<file path="src/rtl/idu_pkg.sv">
// Shared encodings for the instruction decode unit: opcodes, funct fields,
// operation codes and the decoded control bundle carried through the queue.
package idu_pkg;

    localparam logic [6:0] OPC_LUI       = 7'b0110111;
    localparam logic [6:0] OPC_AUIPC     = 7'b0010111;
    localparam logic [6:0] OPC_JAL       = 7'b1101111;
    localparam logic [6:0] OPC_JALR      = 7'b1100111;
    localparam logic [6:0] OPC_BRANCH    = 7'b1100011;
    localparam logic [6:0] OPC_LOAD      = 7'b0000011;
    localparam logic [6:0] OPC_STORE     = 7'b0100011;
    localparam logic [6:0] OPC_OP_IMM    = 7'b0010011;
    localparam logic [6:0] OPC_OP        = 7'b0110011;
    localparam logic [6:0] OPC_SYSTEM    = 7'b1110011;
    localparam logic [6:0] OPC_OP_IMM_32 = 7'b0011011;
    localparam logic [6:0] OPC_OP_32     = 7'b0111011;

    localparam logic [6:0] F7_BASE   = 7'b0000000;
    localparam logic [6:0] F7_ALT    = 7'b0100000;
    localparam logic [6:0] F7_MULDIV = 7'b0000001;
    localparam logic [5:0] F6_SRL    = 6'b000000;
    localparam logic [5:0] F6_SRA    = 6'b010000;

    localparam logic [31:0] SYS_ECALL  = 32'h0000_0073;
    localparam logic [31:0] SYS_EBREAK = 32'h0010_0073;
    localparam logic [31:0] SYS_MRET   = 32'h3020_0073;

    localparam int INST_TYPE_W = 4;
    localparam int ALU_OP_W    = 4;
    localparam int LSU_OP_W    = 4;
    localparam int BPU_OP_W    = 4;
    localparam int CSR_OP_W    = 3;
    localparam int MDU_OP_W    = 4;

    localparam logic [INST_TYPE_W-1:0] INST_NOP    = 4'd0;
    localparam logic [INST_TYPE_W-1:0] INST_ALU    = 4'd1;
    localparam logic [INST_TYPE_W-1:0] INST_LUI    = 4'd2;
    localparam logic [INST_TYPE_W-1:0] INST_AUIPC  = 4'd3;
    localparam logic [INST_TYPE_W-1:0] INST_LOAD   = 4'd4;
    localparam logic [INST_TYPE_W-1:0] INST_STORE  = 4'd5;
    localparam logic [INST_TYPE_W-1:0] INST_BRANCH = 4'd6;
    localparam logic [INST_TYPE_W-1:0] INST_JAL    = 4'd7;
    localparam logic [INST_TYPE_W-1:0] INST_JALR   = 4'd8;
    localparam logic [INST_TYPE_W-1:0] INST_CSR    = 4'd9;
    localparam logic [INST_TYPE_W-1:0] INST_MDU    = 4'd10;
    localparam logic [INST_TYPE_W-1:0] INST_SYS    = 4'd11;

    localparam logic [ALU_OP_W-1:0] ALU_OP_NOP  = 4'd0;
    localparam logic [ALU_OP_W-1:0] ALU_OP_ADD  = 4'd1;
    localparam logic [ALU_OP_W-1:0] ALU_OP_SUB  = 4'd2;
    localparam logic [ALU_OP_W-1:0] ALU_OP_SLL  = 4'd3;
    localparam logic [ALU_OP_W-1:0] ALU_OP_SLT  = 4'd4;
    localparam logic [ALU_OP_W-1:0] ALU_OP_SLTU = 4'd5;
    localparam logic [ALU_OP_W-1:0] ALU_OP_XOR  = 4'd6;
    localparam logic [ALU_OP_W-1:0] ALU_OP_SRL  = 4'd7;
    localparam logic [ALU_OP_W-1:0] ALU_OP_SRA  = 4'd8;
    localparam logic [ALU_OP_W-1:0] ALU_OP_OR   = 4'd9;
    localparam logic [ALU_OP_W-1:0] ALU_OP_AND  = 4'd10;
    localparam logic [ALU_OP_W-1:0] ALU_OP_LUI  = 4'd11;

    localparam logic [LSU_OP_W-1:0] LSU_OP_NOP = 4'd0;
    localparam logic [LSU_OP_W-1:0] LSU_OP_LB  = 4'd1;
    localparam logic [LSU_OP_W-1:0] LSU_OP_LH  = 4'd2;
    localparam logic [LSU_OP_W-1:0] LSU_OP_LW  = 4'd3;
    localparam logic [LSU_OP_W-1:0] LSU_OP_LBU = 4'd4;
    localparam logic [LSU_OP_W-1:0] LSU_OP_LHU = 4'd5;
    localparam logic [LSU_OP_W-1:0] LSU_OP_SB  = 4'd6;
    localparam logic [LSU_OP_W-1:0] LSU_OP_SH  = 4'd7;
    localparam logic [LSU_OP_W-1:0] LSU_OP_SW  = 4'd8;

    localparam logic [BPU_OP_W-1:0] BPU_OP_NOP  = 4'd0;
    localparam logic [BPU_OP_W-1:0] BPU_OP_BEQ  = 4'd1;
    localparam logic [BPU_OP_W-1:0] BPU_OP_BNE  = 4'd2;
    localparam logic [BPU_OP_W-1:0] BPU_OP_BLT  = 4'd3;
    localparam logic [BPU_OP_W-1:0] BPU_OP_BGE  = 4'd4;
    localparam logic [BPU_OP_W-1:0] BPU_OP_BLTU = 4'd5;
    localparam logic [BPU_OP_W-1:0] BPU_OP_BGEU = 4'd6;
    localparam logic [BPU_OP_W-1:0] BPU_OP_JAL  = 4'd7;
    localparam logic [BPU_OP_W-1:0] BPU_OP_JALR = 4'd8;

    localparam logic [CSR_OP_W-1:0] CSR_OP_NOP   = 3'd0;
    localparam logic [CSR_OP_W-1:0] CSR_OP_RW    = 3'd1;
    localparam logic [CSR_OP_W-1:0] CSR_OP_RS    = 3'd2;
    localparam logic [CSR_OP_W-1:0] CSR_OP_ECALL = 3'd3;
    localparam logic [CSR_OP_W-1:0] CSR_OP_MRET  = 3'd4;

    localparam logic [MDU_OP_W-1:0] MDU_OP_NOP    = 4'd0;
    localparam logic [MDU_OP_W-1:0] MDU_OP_MUL    = 4'd1;
    localparam logic [MDU_OP_W-1:0] MDU_OP_MULH   = 4'd2;
    localparam logic [MDU_OP_W-1:0] MDU_OP_MULHSU = 4'd3;
    localparam logic [MDU_OP_W-1:0] MDU_OP_MULHU  = 4'd4;
    localparam logic [MDU_OP_W-1:0] MDU_OP_DIV    = 4'd5;
    localparam logic [MDU_OP_W-1:0] MDU_OP_DIVU   = 4'd6;
    localparam logic [MDU_OP_W-1:0] MDU_OP_REM    = 4'd7;
    localparam logic [MDU_OP_W-1:0] MDU_OP_REMU   = 4'd8;

    typedef struct packed {
        logic [INST_TYPE_W-1:0] inst_type;
        logic [ALU_OP_W-1:0]    alu_op;
        logic [LSU_OP_W-1:0]    lsu_op;
        logic [BPU_OP_W-1:0]    bpu_op;
        logic [CSR_OP_W-1:0]    csr_op;
        logic [MDU_OP_W-1:0]    mdu_op;
        logic                   wsel;
        logic                   wena;
        logic                   rena1;
        logic                   rena2;
        logic [4:0]             waddr;
        logic [4:0]             raddr1;
        logic [4:0]             raddr2;
        logic                   illegal;
        logic                   ebreak;
    } dec_ctrl_t;

    localparam dec_ctrl_t DEC_CTRL_NOP = '0;

endpackage

</file>
<file path="src/rtl/idu_dec.sv">
// Pure combinational RV32I/RV64I-base + Zicsr + optional RV-M decoder.
// Illegal encodings collapse to an all-NOP bundle with only the illegal flag set.
module idu_dec
    import idu_pkg::*;
#(
    parameter int XLEN  = 32,
    parameter int M_EXT = 1
) (
    input  logic [31:0]     inst_i,
    output dec_ctrl_t       ctrl_o,
    output logic [XLEN-1:0] imm_o
);

    logic [6:0]      opcode_s;
    logic [2:0]      funct3_s;
    logic [6:0]      funct7_s;
    logic [XLEN-1:0] imm_i_s;
    logic [XLEN-1:0] imm_st_s;
    logic [XLEN-1:0] imm_b_s;
    logic [XLEN-1:0] imm_u_s;
    logic [XLEN-1:0] imm_j_s;
    logic [XLEN-1:0] shamt_s;
    logic [XLEN-1:0] csr_addr_s;
    logic            sll_ok_s;
    logic            sr_ok_s;
    logic            legal_s;
    dec_ctrl_t       raw_s;
    logic [XLEN-1:0] imm_raw_s;

    assign opcode_s   = inst_i[6:0];
    assign funct3_s   = inst_i[14:12];
    assign funct7_s   = inst_i[31:25];
    assign imm_i_s    = XLEN'($signed(inst_i[31:20]));
    assign imm_st_s   = XLEN'($signed({inst_i[31:25], inst_i[11:7]}));
    assign imm_b_s    = XLEN'($signed({inst_i[31], inst_i[7], inst_i[30:25], inst_i[11:8], 1'b0}));
    assign imm_u_s    = XLEN'($signed({inst_i[31:12], 12'h000}));
    assign imm_j_s    = XLEN'($signed({inst_i[31], inst_i[19:12], inst_i[20], inst_i[30:21], 1'b0}));
    assign csr_addr_s = XLEN'(inst_i[31:20]);

    // RV64 shifts borrow bit 25 for the shamt, so only funct6 is checked there.
    assign shamt_s  = (XLEN == 64) ? XLEN'(inst_i[25:20]) : XLEN'(inst_i[24:20]);
    assign sll_ok_s = (XLEN == 64) ? (inst_i[31:26] == F6_SRL) : (funct7_s == F7_BASE);
    assign sr_ok_s  = (XLEN == 64) ? ((inst_i[31:26] == F6_SRL) || (inst_i[31:26] == F6_SRA))
                                   : ((funct7_s == F7_BASE) || (funct7_s == F7_ALT));

    // Raw field decode; legality is resolved alongside and applied afterwards.
    always_comb begin
        raw_s        = DEC_CTRL_NOP;
        raw_s.waddr  = inst_i[11:7];
        raw_s.raddr1 = inst_i[19:15];
        raw_s.raddr2 = inst_i[24:20];
        imm_raw_s    = '0;
        legal_s      = 1'b0;
        case (opcode_s)
            OPC_LUI: begin
                legal_s = 1'b1; raw_s.inst_type = INST_LUI; raw_s.alu_op = ALU_OP_LUI;
                raw_s.wena = 1'b1; imm_raw_s = imm_u_s;
            end
            OPC_AUIPC: begin
                legal_s = 1'b1; raw_s.inst_type = INST_AUIPC; raw_s.alu_op = ALU_OP_ADD;
                raw_s.wena = 1'b1; imm_raw_s = imm_u_s;
            end
            OPC_JAL: begin
                legal_s = 1'b1; raw_s.inst_type = INST_JAL; raw_s.bpu_op = BPU_OP_JAL;
                raw_s.wena = 1'b1; imm_raw_s = imm_j_s;
            end
            OPC_JALR: begin
                legal_s = (funct3_s == 3'b000); raw_s.inst_type = INST_JALR; raw_s.bpu_op = BPU_OP_JALR;
                raw_s.wena = 1'b1; raw_s.rena1 = 1'b1; imm_raw_s = imm_i_s;
            end
            OPC_BRANCH: begin
                legal_s = 1'b1; raw_s.inst_type = INST_BRANCH;
                raw_s.rena1 = 1'b1; raw_s.rena2 = 1'b1; imm_raw_s = imm_b_s;
                case (funct3_s)
                    3'b000:  raw_s.bpu_op = BPU_OP_BEQ;
                    3'b001:  raw_s.bpu_op = BPU_OP_BNE;
                    3'b100:  raw_s.bpu_op = BPU_OP_BLT;
                    3'b101:  raw_s.bpu_op = BPU_OP_BGE;
                    3'b110:  raw_s.bpu_op = BPU_OP_BLTU;
                    3'b111:  raw_s.bpu_op = BPU_OP_BGEU;
                    default: legal_s = 1'b0;
                endcase
            end
            OPC_LOAD: begin
                legal_s = 1'b1; raw_s.inst_type = INST_LOAD; raw_s.alu_op = ALU_OP_ADD;
                raw_s.wsel = 1'b1; raw_s.wena = 1'b1; raw_s.rena1 = 1'b1; imm_raw_s = imm_i_s;
                case (funct3_s)
                    3'b000:  raw_s.lsu_op = LSU_OP_LB;
                    3'b001:  raw_s.lsu_op = LSU_OP_LH;
                    3'b010:  raw_s.lsu_op = LSU_OP_LW;
                    3'b100:  raw_s.lsu_op = LSU_OP_LBU;
                    3'b101:  raw_s.lsu_op = LSU_OP_LHU;
                    default: legal_s = 1'b0;
                endcase
            end
            OPC_STORE: begin
                legal_s = 1'b1; raw_s.inst_type = INST_STORE; raw_s.alu_op = ALU_OP_ADD;
                raw_s.rena1 = 1'b1; raw_s.rena2 = 1'b1; imm_raw_s = imm_st_s;
                case (funct3_s)
                    3'b000:  raw_s.lsu_op = LSU_OP_SB;
                    3'b001:  raw_s.lsu_op = LSU_OP_SH;
                    3'b010:  raw_s.lsu_op = LSU_OP_SW;
                    default: legal_s = 1'b0;
                endcase
            end
            OPC_OP_IMM: begin
                legal_s = 1'b1; raw_s.inst_type = INST_ALU;
                raw_s.wena = 1'b1; raw_s.rena1 = 1'b1; imm_raw_s = imm_i_s;
                case (funct3_s)
                    3'b000:  raw_s.alu_op = ALU_OP_ADD;
                    3'b010:  raw_s.alu_op = ALU_OP_SLT;
                    3'b011:  raw_s.alu_op = ALU_OP_SLTU;
                    3'b100:  raw_s.alu_op = ALU_OP_XOR;
                    3'b110:  raw_s.alu_op = ALU_OP_OR;
                    3'b111:  raw_s.alu_op = ALU_OP_AND;
                    3'b001: begin
                        legal_s = sll_ok_s; raw_s.alu_op = ALU_OP_SLL; imm_raw_s = shamt_s;
                    end
                    3'b101: begin
                        legal_s = sr_ok_s; imm_raw_s = shamt_s;
                        raw_s.alu_op = inst_i[30] ? ALU_OP_SRA : ALU_OP_SRL;
                    end
                    default: legal_s = 1'b0;
                endcase
            end
            OPC_OP: begin
                raw_s.inst_type = INST_ALU; raw_s.wena = 1'b1; raw_s.rena1 = 1'b1; raw_s.rena2 = 1'b1;
                if (funct7_s == F7_BASE) begin
                    legal_s = 1'b1;
                    case (funct3_s)
                        3'b000:  raw_s.alu_op = ALU_OP_ADD;
                        3'b001:  raw_s.alu_op = ALU_OP_SLL;
                        3'b010:  raw_s.alu_op = ALU_OP_SLT;
                        3'b011:  raw_s.alu_op = ALU_OP_SLTU;
                        3'b100:  raw_s.alu_op = ALU_OP_XOR;
                        3'b101:  raw_s.alu_op = ALU_OP_SRL;
                        3'b110:  raw_s.alu_op = ALU_OP_OR;
                        3'b111:  raw_s.alu_op = ALU_OP_AND;
                        default: legal_s = 1'b0;
                    endcase
                end else if (funct7_s == F7_ALT) begin
                    case (funct3_s)
                        3'b000:  begin legal_s = 1'b1; raw_s.alu_op = ALU_OP_SUB; end
                        3'b101:  begin legal_s = 1'b1; raw_s.alu_op = ALU_OP_SRA; end
                        default: legal_s = 1'b0;
                    endcase
                end else if ((funct7_s == F7_MULDIV) && (M_EXT != 0)) begin
                    legal_s = 1'b1; raw_s.inst_type = INST_MDU;
                    case (funct3_s)
                        3'b000:  raw_s.mdu_op = MDU_OP_MUL;
                        3'b001:  raw_s.mdu_op = MDU_OP_MULH;
                        3'b010:  raw_s.mdu_op = MDU_OP_MULHSU;
                        3'b011:  raw_s.mdu_op = MDU_OP_MULHU;
                        3'b100:  raw_s.mdu_op = MDU_OP_DIV;
                        3'b101:  raw_s.mdu_op = MDU_OP_DIVU;
                        3'b110:  raw_s.mdu_op = MDU_OP_REM;
                        3'b111:  raw_s.mdu_op = MDU_OP_REMU;
                        default: legal_s = 1'b0;
                    endcase
                end else begin
                    legal_s = 1'b0;
                end
            end
            OPC_SYSTEM: begin
                case (funct3_s)
                    3'b000: begin
                        raw_s.inst_type = INST_SYS;
                        if (inst_i == SYS_ECALL) begin
                            legal_s = 1'b1; raw_s.csr_op = CSR_OP_ECALL;
                        end else if (inst_i == SYS_EBREAK) begin
                            legal_s = 1'b1; raw_s.ebreak = 1'b1;
                        end else if (inst_i == SYS_MRET) begin
                            legal_s = 1'b1; raw_s.csr_op = CSR_OP_MRET;
                        end else begin
                            legal_s = 1'b0;
                        end
                    end
                    3'b001: begin
                        legal_s = 1'b1; raw_s.inst_type = INST_CSR; raw_s.csr_op = CSR_OP_RW;
                        raw_s.wena = 1'b1; raw_s.rena1 = 1'b1; imm_raw_s = csr_addr_s;
                    end
                    3'b010: begin
                        legal_s = 1'b1; raw_s.inst_type = INST_CSR; raw_s.csr_op = CSR_OP_RS;
                        raw_s.wena = 1'b1; raw_s.rena1 = 1'b1; imm_raw_s = csr_addr_s;
                    end
                    default: legal_s = 1'b0;
                endcase
            end
            default: legal_s = 1'b0;
        endcase
    end

    // Apply legality and zero the address of every disabled register port.
    always_comb begin
        ctrl_o = DEC_CTRL_NOP;
        imm_o  = '0;
        if (legal_s) begin
            ctrl_o        = raw_s;
            ctrl_o.waddr  = raw_s.wena  ? raw_s.waddr  : 5'd0;
            ctrl_o.raddr1 = raw_s.rena1 ? raw_s.raddr1 : 5'd0;
            ctrl_o.raddr2 = raw_s.rena2 ? raw_s.raddr2 : 5'd0;
            imm_o         = imm_raw_s;
        end else begin
            ctrl_o.illegal = 1'b1;
        end
    end

endmodule

</file>
<file path="src/rtl/idu_pipe.sv">
// Decode stage: decodes the fetched word and buffers decoded bundles in a
// small FIFO between the IFU and EXU handshakes.
module idu_pipe
    import idu_pkg::*;
#(
    parameter int XLEN  = 32,
    parameter int M_EXT = 1,
    parameter int DEPTH = 2
) (
    input  logic                   clock,
    input  logic                   reset,
    input  logic                   flush_i,
    input  logic                   in_valid_i,
    output logic                   in_ready_o,
    input  logic [XLEN-1:0]        pc_i,
    input  logic [31:0]            inst_i,
    output logic                   out_valid_o,
    input  logic                   out_ready_i,
    output logic [XLEN-1:0]        pc_o,
    output logic [XLEN-1:0]        imm_o,
    output logic [INST_TYPE_W-1:0] inst_type_o,
    output logic [ALU_OP_W-1:0]    alu_op_o,
    output logic [LSU_OP_W-1:0]    lsu_op_o,
    output logic [BPU_OP_W-1:0]    bpu_op_o,
    output logic [CSR_OP_W-1:0]    csr_op_o,
    output logic [MDU_OP_W-1:0]    mdu_op_o,
    output logic                   wsel_o,
    output logic                   wena_o,
    output logic                   rena1_o,
    output logic                   rena2_o,
    output logic [4:0]             waddr_o,
    output logic [4:0]             raddr1_o,
    output logic [4:0]             raddr2_o,
    output logic                   illegal_o,
    output logic                   ebreak_o
);

    localparam int PTR_W = $clog2(DEPTH);
    localparam int CNT_W = PTR_W + 1;
    localparam logic [CNT_W-1:0] DEPTH_C = CNT_W'(DEPTH);

    dec_ctrl_t       dec_ctrl_s;
    logic [XLEN-1:0] dec_imm_s;

    dec_ctrl_t       ctrl_mem_q [DEPTH];
    logic [XLEN-1:0] pc_mem_q   [DEPTH];
    logic [XLEN-1:0] imm_mem_q  [DEPTH];

    logic [PTR_W-1:0] rd_ptr_q, rd_ptr_d;
    logic [PTR_W-1:0] wr_ptr_q, wr_ptr_d;
    logic [CNT_W-1:0] count_q,  count_d;
    logic             push_s, pop_s;

    dec_ctrl_t        head_ctrl_s;
    logic [XLEN-1:0]  head_pc_s;
    logic [XLEN-1:0]  head_imm_s;

    idu_dec #(
        .XLEN  (XLEN),
        .M_EXT (M_EXT)
    ) u_dec (
        .inst_i (inst_i),
        .ctrl_o (dec_ctrl_s),
        .imm_o  (dec_imm_s)
    );

    assign in_ready_o  = (count_q < DEPTH_C);
    assign out_valid_o = (count_q != {CNT_W{1'b0}});
    assign push_s      = in_valid_i && in_ready_o && !flush_i;
    assign pop_s       = out_valid_o && out_ready_i;

    // Next-state for pointers and occupancy; flush overrides any push or pop.
    always_comb begin
        rd_ptr_d = rd_ptr_q;
        wr_ptr_d = wr_ptr_q;
        count_d  = count_q;
        if (flush_i) begin
            rd_ptr_d = '0;
            wr_ptr_d = '0;
            count_d  = '0;
        end else begin
            rd_ptr_d = pop_s  ? (rd_ptr_q + PTR_W'(1)) : rd_ptr_q;
            wr_ptr_d = push_s ? (wr_ptr_q + PTR_W'(1)) : wr_ptr_q;
            case ({push_s, pop_s})
                2'b10:   count_d = count_q + CNT_W'(1);
                2'b01:   count_d = count_q - CNT_W'(1);
                default: count_d = count_q;
            endcase
        end
    end

    // Queue control state.
    always_ff @(posedge clock or posedge reset) begin
        if (reset) begin
            rd_ptr_q <= '0;
            wr_ptr_q <= '0;
            count_q  <= '0;
        end else begin
            rd_ptr_q <= rd_ptr_d;
            wr_ptr_q <= wr_ptr_d;
            count_q  <= count_d;
        end
    end

    // Payload storage is left unreset; the head is masked whenever the queue is empty.
    always_ff @(posedge clock) begin
        if (push_s) begin
            ctrl_mem_q[wr_ptr_q] <= dec_ctrl_s;
            pc_mem_q[wr_ptr_q]   <= pc_i;
            imm_mem_q[wr_ptr_q]  <= dec_imm_s;
        end
    end

    // Head entry selection with empty-queue masking.
    always_comb begin
        head_ctrl_s = DEC_CTRL_NOP;
        head_pc_s   = '0;
        head_imm_s  = '0;
        if (out_valid_o) begin
            head_ctrl_s = ctrl_mem_q[rd_ptr_q];
            head_pc_s   = pc_mem_q[rd_ptr_q];
            head_imm_s  = imm_mem_q[rd_ptr_q];
        end else begin
            head_ctrl_s = DEC_CTRL_NOP;
            head_pc_s   = '0;
            head_imm_s  = '0;
        end
    end

    assign pc_o        = head_pc_s;
    assign imm_o       = head_imm_s;
    assign inst_type_o = head_ctrl_s.inst_type;
    assign alu_op_o    = head_ctrl_s.alu_op;
    assign lsu_op_o    = head_ctrl_s.lsu_op;
    assign bpu_op_o    = head_ctrl_s.bpu_op;
    assign csr_op_o    = head_ctrl_s.csr_op;
    assign mdu_op_o    = head_ctrl_s.mdu_op;
    assign wsel_o      = head_ctrl_s.wsel;
    assign wena_o      = head_ctrl_s.wena;
    assign rena1_o     = head_ctrl_s.rena1;
    assign rena2_o     = head_ctrl_s.rena2;
    assign waddr_o     = head_ctrl_s.waddr;
    assign raddr1_o    = head_ctrl_s.raddr1;
    assign raddr2_o    = head_ctrl_s.raddr2;
    assign illegal_o   = head_ctrl_s.illegal;
    assign ebreak_o    = head_ctrl_s.ebreak;

endmodule

</file>
<file path="config.mk">
export PLATFORM = sky130hd
export DESIGN_NAME = idu_pipe
export DESIGN_NICKNAME = d
export VERILOG_FILES = /design/src/rtl/idu_pkg.sv /design/src/rtl/idu_dec.sv /design/src/rtl/idu_pipe.sv
export SDC_FILE = /design/constraint.sdc
export NUM_CORES = 1
export LEC_CHECK = 0
export CORE_MARGIN = 5
export CORE_UTILIZATION = 46
export DETAILED_ROUTE_END_ITERATION = 10
export PLACE_DENSITY = 0.71
export SLEW_MARGIN = 20
export SYNTH_ARGS = -nofsm -noshare
export SYNTH_HDL_FRONTEND = slang
export SYNTH_SLANG_ARGS = --single-unit
</file>
<file path="constraint.sdc">
create_clock -name clock -period 20.7 [get_ports clock]
set_clock_uncertainty 0.1 [all_clocks]
set_input_delay 3.105 -clock clock [delete_from_list [all_inputs] [get_ports clock]]
set_output_delay 3.105 -clock clock [all_outputs]
set_load 0.02 [all_outputs]
</file>
# After elaboration in Yosys (flattened, before gate mapping)
# Memories as Yosys holds them, arrays and structs flattened.
# Cells that the tools add are included.
[op_classes]
n_reduce_logical = 24
add_sub_neg = 4
n_lt_le_gt_ge = 1
n_eq_ne = 24
muxes = 68
[op_table]
columns = ["op", "n"]
rows = [
  ["case mux 32 bit (7 select lines)", 1],
  ["two-way mux 32 bit", 4],
  ["two-way mux 44 bit", 1],
  ["two-way mux 42 bit", 1],
  ["two-way mux 4 bit", 10],
  ["case mux 4 bit (10 select lines)", 1],
  ["equality test 32 x 21 -> 1 bit (second input constant)", 1],
  ["equality test 32 x 30 -> 1 bit (second input constant)", 1],
  ["equality test 32 x 7 -> 1 bit (second input constant)", 1],
  ["case mux 4 bit (8 select lines)", 1],
  ["equality test 7 x 6 -> 1 bit (second input constant)", 4],
  ["equality test 7 bit (second input constant)", 4],
  ["two-way mux 1 bit", 24],
  ["case mux 4 bit (2 select lines)", 3],
  ["case mux 4 bit (3 select lines)", 2],
  ["case mux 3 bit (6 select lines)", 1],
  ["case mux 4 bit (4 select lines)", 1],
  ["two-way mux 5 bit", 3],
  ["case mux 3 bit (5 select lines)", 1],
  ["equality test 7 x 5 -> 1 bit (second input constant)", 2],
  ["equality test 3 bit (second input constant)", 4],
  ["two-way mux 12 bit", 1],
  ["two-way mux 3 bit", 4],
  ["OR reduction 3 bit", 4],
  ["26 further kinds", 41],
]
[totals]
ramBits = 216
ff_bits = 4
in_bits = 69
n_memories = 5
mem_bits_ro = 64
[mem_list]
columns = ["name", "depth", "width", "rd", "rd_ports_with_merged_regs", "write_ports", "line_no", "source"]
rows = [
  ["ctrl_mem_q", 2, 44, 1, 0, 1, "idu_pipe.sv:45", "dec_ctrl_t ctrl_mem_q [DEPTH];"],
  ["imm_mem_q", 2, 32, 1, 0, 1, "idu_pipe.sv:47", "logic [XLEN-1:0] imm_mem_q [DEPTH];"],
  ["pc_mem_q", 2, 32, 1, 0, 1, "idu_pipe.sv:46", "logic [XLEN-1:0] pc_mem_q [DEPTH];"],
  ["(name not given)", 8, 4, 1, 0, 0, "idu_dec.sv:130", "case (funct3_s)"],
  ["(name not given)", 8, 4, 1, 0, 0, "idu_dec.sv:149", "case (funct3_s)"],
]

# Logic depth before layout (Yosys ltp)
[depth]
depth_word = 7
depth_mapped = 9
mapped_depth_nobuf = 7

# Hierarchy
# Synthesis repeated with hierarchy kept, for this count alone.
[hier_totals]
hier_cells = 806
hier_area_um2 = 10276.1
[by_module_without_submodules]
columns = ["module", "cells_each", "n_inst", "seq_area_each_um2", "area_per_inst_um2"]
rows = [
  ["idu_pipe", 481, 1, 6586.3, 8368.0],
  ["idu_dec", 325, 1, 0.0, 1908.1],
]

# Worst setup path after synthesis
# Ideal clock, no wire load.
[synth_path]
kind = "input -> register"
start = "input port in_valid_i"
end = "memory ctrl_mem_q[1][0] (netlist bit) (enable)"
t_required_ns = 19.868
arrival_ns = 11.098
cell_stages = 2
setup_slack_ns = 8.770
n_path_buf = 0
setup_time_ns = 0.732
cell_sequence = "nand2_1 > nor3b_1"
[synth_between]
elab_chain_len = 4
[synth_rtl]
columns = ["element", "line_no", "source"]
rows = [
  ["start, declared", "idu_pipe.sv:13", "input logic in_valid_i,"],
  ["logical AND 1 bit (2 in series)", "idu_pipe.sv:69", "assign push_s = in_valid_i && in_ready_o && !flush_i;"],
  ["two-way mux 1 bit", "idu_pipe.sv:107", "if (push_s) begin"],
  ["two-way mux 1 bit (implied by the code)", "idu_pipe.sv:108", "ctrl_mem_q[wr_ptr_q] <= dec_ctrl_s;"],
  ["end, declared", "idu_pipe.sv:45", ""],
]
# Every way passes these cells.

# Final worst setup path
[layout_path]
start = "register rd_ptr_q"
end = "output port imm_o[1]"
[layout_between]
elab_chain_len = 2
[layout_rtl]
columns = ["element", "line_no", "source"]
rows = [
  ["start, declared", "idu_pipe.sv:49", "logic [PTR_W-1:0] rd_ptr_q, rd_ptr_d;"],
  ["start signal, assigned", "idu_pipe.sv:99", "rd_ptr_q <= rd_ptr_d;"],
  ["memory (2 x 32 bit)", "-", ""],
  ["two-way mux 32 bit", "idu_pipe.sv:119", "if (out_valid_o) begin"],
  ["end, declared", "idu_pipe.sv:20", "output logic [XLEN-1:0] imm_o,"],
]
# Every way passes these cells.

==> run_summary.xml <==
<?xml version="1.0" encoding="UTF-8"?>
<metrics>
  <group name="global_route">
    <metric name="grt_antenna_before_repair" unit="">0</metric>
    <metric name="grt_max_degree" unit="">75</metric>
    <metric name="grt_usage" unit="%">19.4</metric>
    <metric name="grt_remaining_overflow" unit="">0</metric>
    <metric name="vias_in_the_first_global_route" unit="">7077</metric>
    <metric name="global_route_wire_length_before_repair" unit="um">40100</metric>
  </group>
  <group name="route">
    <metric name="ant_nets" unit="">0</metric>
    <metric name="first_iter_violations" unit="">735</metric>
    <metric name="route.detailed.wl_per_inst" unit="um">20.6</metric>
    <metric name="drc_errors" unit="">0</metric>
    <metric name="detail_route.first_pass.iterations" unit="">6</metric>
    <metric name="vias" unit="">7148</metric>
    <metric name="routed_via_density" unit="">5.72</metric>
    <metric name="finalWirelength" unit="um">25700</metric>
  </group>
  <group name="clocking">
    <metric name="cts_htree_levels" unit="">1</metric>
    <metric name="tritoncts" unit="">yes</metric>
    <metric name="cts_hold_repair.buffers" unit="">0</metric>
    <metric name="cts_resized" unit="">0</metric>
    <metric name="postCtsSetupBuffers" unit="">0</metric>
    <metric name="path_clk_slew" unit="ns">0.05</metric>
    <metric name="cts-root-buf" unit="">sky130_fd_sc_hd__clkbuf_16</metric>
    <metric name="cts_max_path_buffers" unit="">3</metric>
    <metric name="insertion_delay" unit="ns">0.50</metric>
    <metric name="cts.sinks" unit="">220</metric>
    <metric name="numCtsBuffers" unit="">23</metric>
  </group>
  <group name="critical_path">
    <metric name="timing.critical_path.slowest_stage_cell" unit="">sky130_fd_sc_hd__dfrtp_4</metric>
    <metric name="worstPathMaxFanout" unit="">45</metric>
    <metric name="critical-path-top-cell-by-count" unit="">sky130_fd_sc_hd__buf_4</metric>
    <metric name="cp.required" unit="ns">17.50</metric>
    <metric name="max_stage_delay" unit="ns">0.77</metric>
    <metric name="timing.critical_path.arrival" unit="ns">3.73</metric>
    <metric name="end_kind" unit="">primary output</metric>
    <metric name="start_kind" unit="">flip-flop</metric>
    <metric name="path_cells" unit="">buf_4 &gt; buf_4 &gt; mux2i_1 &gt; nor2_1 &gt; clkdlybuf4s50_1</metric>
    <metric name="worst-setup-path-type" unit="">flip-flop to primary output</metric>
  </group>
  <group name="floorplanning">
    <metric name="start_util" unit="%">46.9</metric>
    <metric name="die_area" unit="um^2">25400</metric>
    <metric name="num_rows" unit="">54</metric>
    <metric name="core_area" unit="um^2">21900</metric>
    <metric name="io_pins" unit="">179</metric>
    <metric name="fp.dieW" unit="um">159</metric>
    <metric name="die_height" unit="um">159</metric>
  </group>
  <group name="layout">
    <metric name="antennaDiodeCount" unit="">0</metric>
    <metric name="layout.core_utilization" unit="%">59.0</metric>
    <metric name="finalNetCount" unit="">1034</metric>
    <metric name="drive_gt1_share" unit="%">6.60</metric>
    <metric name="signed_area_change_from_the_synthesized_netlist_to_the_final_layout" unit="%">25.7</metric>
  </group>
  <group name="yosys">
    <metric name="ys.warnings.count" unit="">0</metric>
    <metric name="syn_nets" unit="">876</metric>
    <metric name="postSynth.topFlopCell" unit="">sky130_fd_sc_hd__edfxtp_1</metric>
    <metric name="async_flop_share" unit="%">1.82</metric>
    <metric name="synth_cell_types" unit="">68</metric>
    <metric name="synth.top_cells.by_area" unit="">sky130_fd_sc_hd__edfxtp_1 (63%), sky130_fd_sc_hd__mux2i_1 (11%), sky130_fd_sc_hd__nor2_1 (4.8%)</metric>
    <metric name="yosys.cell_count.top_type" unit="">sky130_fd_sc_hd__edfxtp_1</metric>
    <metric name="syn-mean-instance-area" unit="um^2">12.9</metric>
    <metric name="synth_enable_flop_cells" unit="">216</metric>
    <metric name="yosys_register_bits" unit="">220</metric>
    <metric name="netlist_area" unit="um^2">10300</metric>
    <metric name="synth_largest_area_cell" unit="">sky130_fd_sc_hd__edfxtp_1</metric>
    <metric name="synth.top_cell.area_share" unit="%">63.2</metric>
    <metric name="yosysSeqAreaShare" unit="%">64.1</metric>
    <metric name="synth_cells" unit="">797</metric>
    <metric name="synthTopCellsByCount" unit="">sky130_fd_sc_hd__edfxtp_1 (216), sky130_fd_sc_hd__nor2_1 (131), sky130_fd_sc_hd__mux2i_1 (109), sky130_fd_sc_hd__a31oi_1 (58), sky130_fd_sc_hd__nand2_1 (37)</metric>
  </group>
  <group name="power">
    <metric name="power_report.internal_total" unit="uW">786</metric>
    <metric name="switching_share" unit="%">23.4</metric>
    <metric name="power_frac_comb" unit="%">13.2</metric>
    <metric name="p_seq_share" unit="%">49.4</metric>
    <metric name="power-per-cell-area" unit="nW/um^2">79.5</metric>
    <metric name="ir_drop" unit="mV">0.0494</metric>
    <metric name="p_total" unit="mW">1.03</metric>
    <metric name="share_clk_of_total_power" unit="%">37.4</metric>
    <metric name="static_power_due_to_leakage" unit="nW">4.29</metric>
    <metric name="switching_power" unit="uW">239</metric>
  </group>
  <group name="place">
    <metric name="gpl.final_weighted_congestion" unit="">0.889</metric>
    <metric name="dp_hpwl" unit="um">17300</metric>
    <metric name="port_buffers" unit="">178</metric>
  </group>
  <group name="timing">
    <metric name="hold_viol" unit="">0</metric>
    <metric name="fmax" unit="MHz">144</metric>
    <metric name="timing.slew.headroom" unit="%">33.2</metric>
    <metric name="min_period_over_period" unit="%">33.5</metric>
    <metric name="report.final.slew_viol_count" unit="">0</metric>
    <metric name="tightestPinTransition" unit="ns">0.999</metric>
    <metric name="finalCriticalPeriod" unit="ns">6.94</metric>
    <metric name="rsz_0062_raised_after_global_routing" unit="">false</metric>
    <metric name="setup_violations" unit="">0</metric>
    <metric name="timing.setup.tns" unit="ns">0</metric>
  </group>
  <group name="run">
    <metric name="max_cap_violations" unit="">0</metric>
  </group>
  <group name="outcome">
    <metric name="run_status" unit="">finished, final reports clean</metric>
  </group>
  <group name="min_path">
    <metric name="min_path_type" unit="">flip-flop to flip-flop</metric>
  </group>
</metrics>
## final cells by class
type                    instances  area, um^2
fillers                      1794        8990
flip-flops and latches        220        6590
multi-input cells             507        3350
repair buffers                188        1860
clock buffers                  27         591
well taps                     280         350
clock inverters                12         113
inverters                      15        56.3
## registers in the layout, indices dropped and copies added, names as in the netlist
register,cells
rd_ptr_q,1
wr_ptr_q,1
ctrl_mem_q,88
count_q,2
pc_mem_q,64
imm_mem_q,64
## cell families after synthesis
kind of cell / count (synthesis) / share of synthesized area (%)
simple gates: 239 / 11.0
compound gates: 147 / 9.34
fa+ha+maj: 10 / 1.22
mux: 109 / 10.6
flops: 220 / 64.1
xor+xnor: 2 / 0.171
buf+inv: 70 / 3.51
## placed cells by master, fill, tap and decap left out, drive strengths merged, types with 11 or more instances in the layout
cell type | Yosys | layout
o21ai | 17 | 17
edfxtp | 216 | 216
nor3 | 11 | 11
a31oi | 58 | 58
nand2 | 41 | 41
clkbuf | 19 | 27
nor2 | 132 | 132
inv | 15 | 16
a21oi | 33 | 33
mux2i | 109 | 109
clkdlybuf4s50 | 0 | 178
## metal layers
| metal | track usage (%) | vias up | routed length [um] | part of all wire (%) |
|---|---|---|---|---|
| met4 | 4.77 | 0 | 512 | 2.0 |
| met2 | 30.2 | 332 | 11600 | 45 |
| met5 | 0 | - | 0 | 0 |
| li1 | - | 3324 | - | - |
| met3 | 3.55 | 37 | 2030 | 7.9 |
| met1 | 28.6 | 3455 | 11500 | 45 |
## path summary, 6_finish.rpt
path                                   startpoint                     endpoint  slack, ns  depth (start not counted)
hold reg to reg              wr_ptr_q$_DFFE_PP0P_         wr_ptr_q$_DFFE_PP0P_       0.52                          2
hold / removal               wr_ptr_q$_DFFE_PP0P_         wr_ptr_q$_DFFE_PP0P_       0.52                          2
setup reg to reg           count_q[1]$_DFFE_PP0P_  ctrl_mem_q[0][38]$_DFFE_PP_      17.92                          5
setup / recovery             rd_ptr_q$_DFFE_PP0P_                     imm_o[1]      13.76                          5
max in group asynchronous                   reset         rd_ptr_q$_DFFE_PP0P_      17.62                          2
min in group asynchronous                   reset         wr_ptr_q$_DFFE_PP0P_       2.70                          2
## power groups by stage
stage | logic, mW | clock network [mW] | registers [mW]
3_5_place_dp | 0.136 | 0 | 0.516
2_1_floorplan | 0.0772 | 0 | 0.517
6_report | 0.135 | 0.383 | 0.507
4_1_cts | 0.137 | 0.393 | 0.507
5_1_grt | 0.145 | 0.413 | 0.508
3_3_place_gp | 0.136 | 0 | 0.516
## critical path: cells and delay by family, from the launching register on
family / cells / cell delay [ns]
flops: 1 / 0.77
buf+inv: 3 / 1.94
simple gates: 1 / 0.07
mux: 1 / 0.36
## stage by stage
step | instances | hold slack [ns] | cell area [um^2] | setup slack [ns]
6_report | 1249 | 0.521 | 12900 | 13.76
2_1_floorplan | 797 | 0.419 | 10300 | 8.77
3_3_place_gp | 1210 | 0.452 | 12200 | 14.25
5_1_grt | 1249 | 0.581 | 12900 | 13.54
4_1_cts | 1249 | 0.532 | 12900 | 13.69
3_5_place_dp | 1210 | 0.480 | 12200 | 14.21
(Power assumes the default switching activity.)
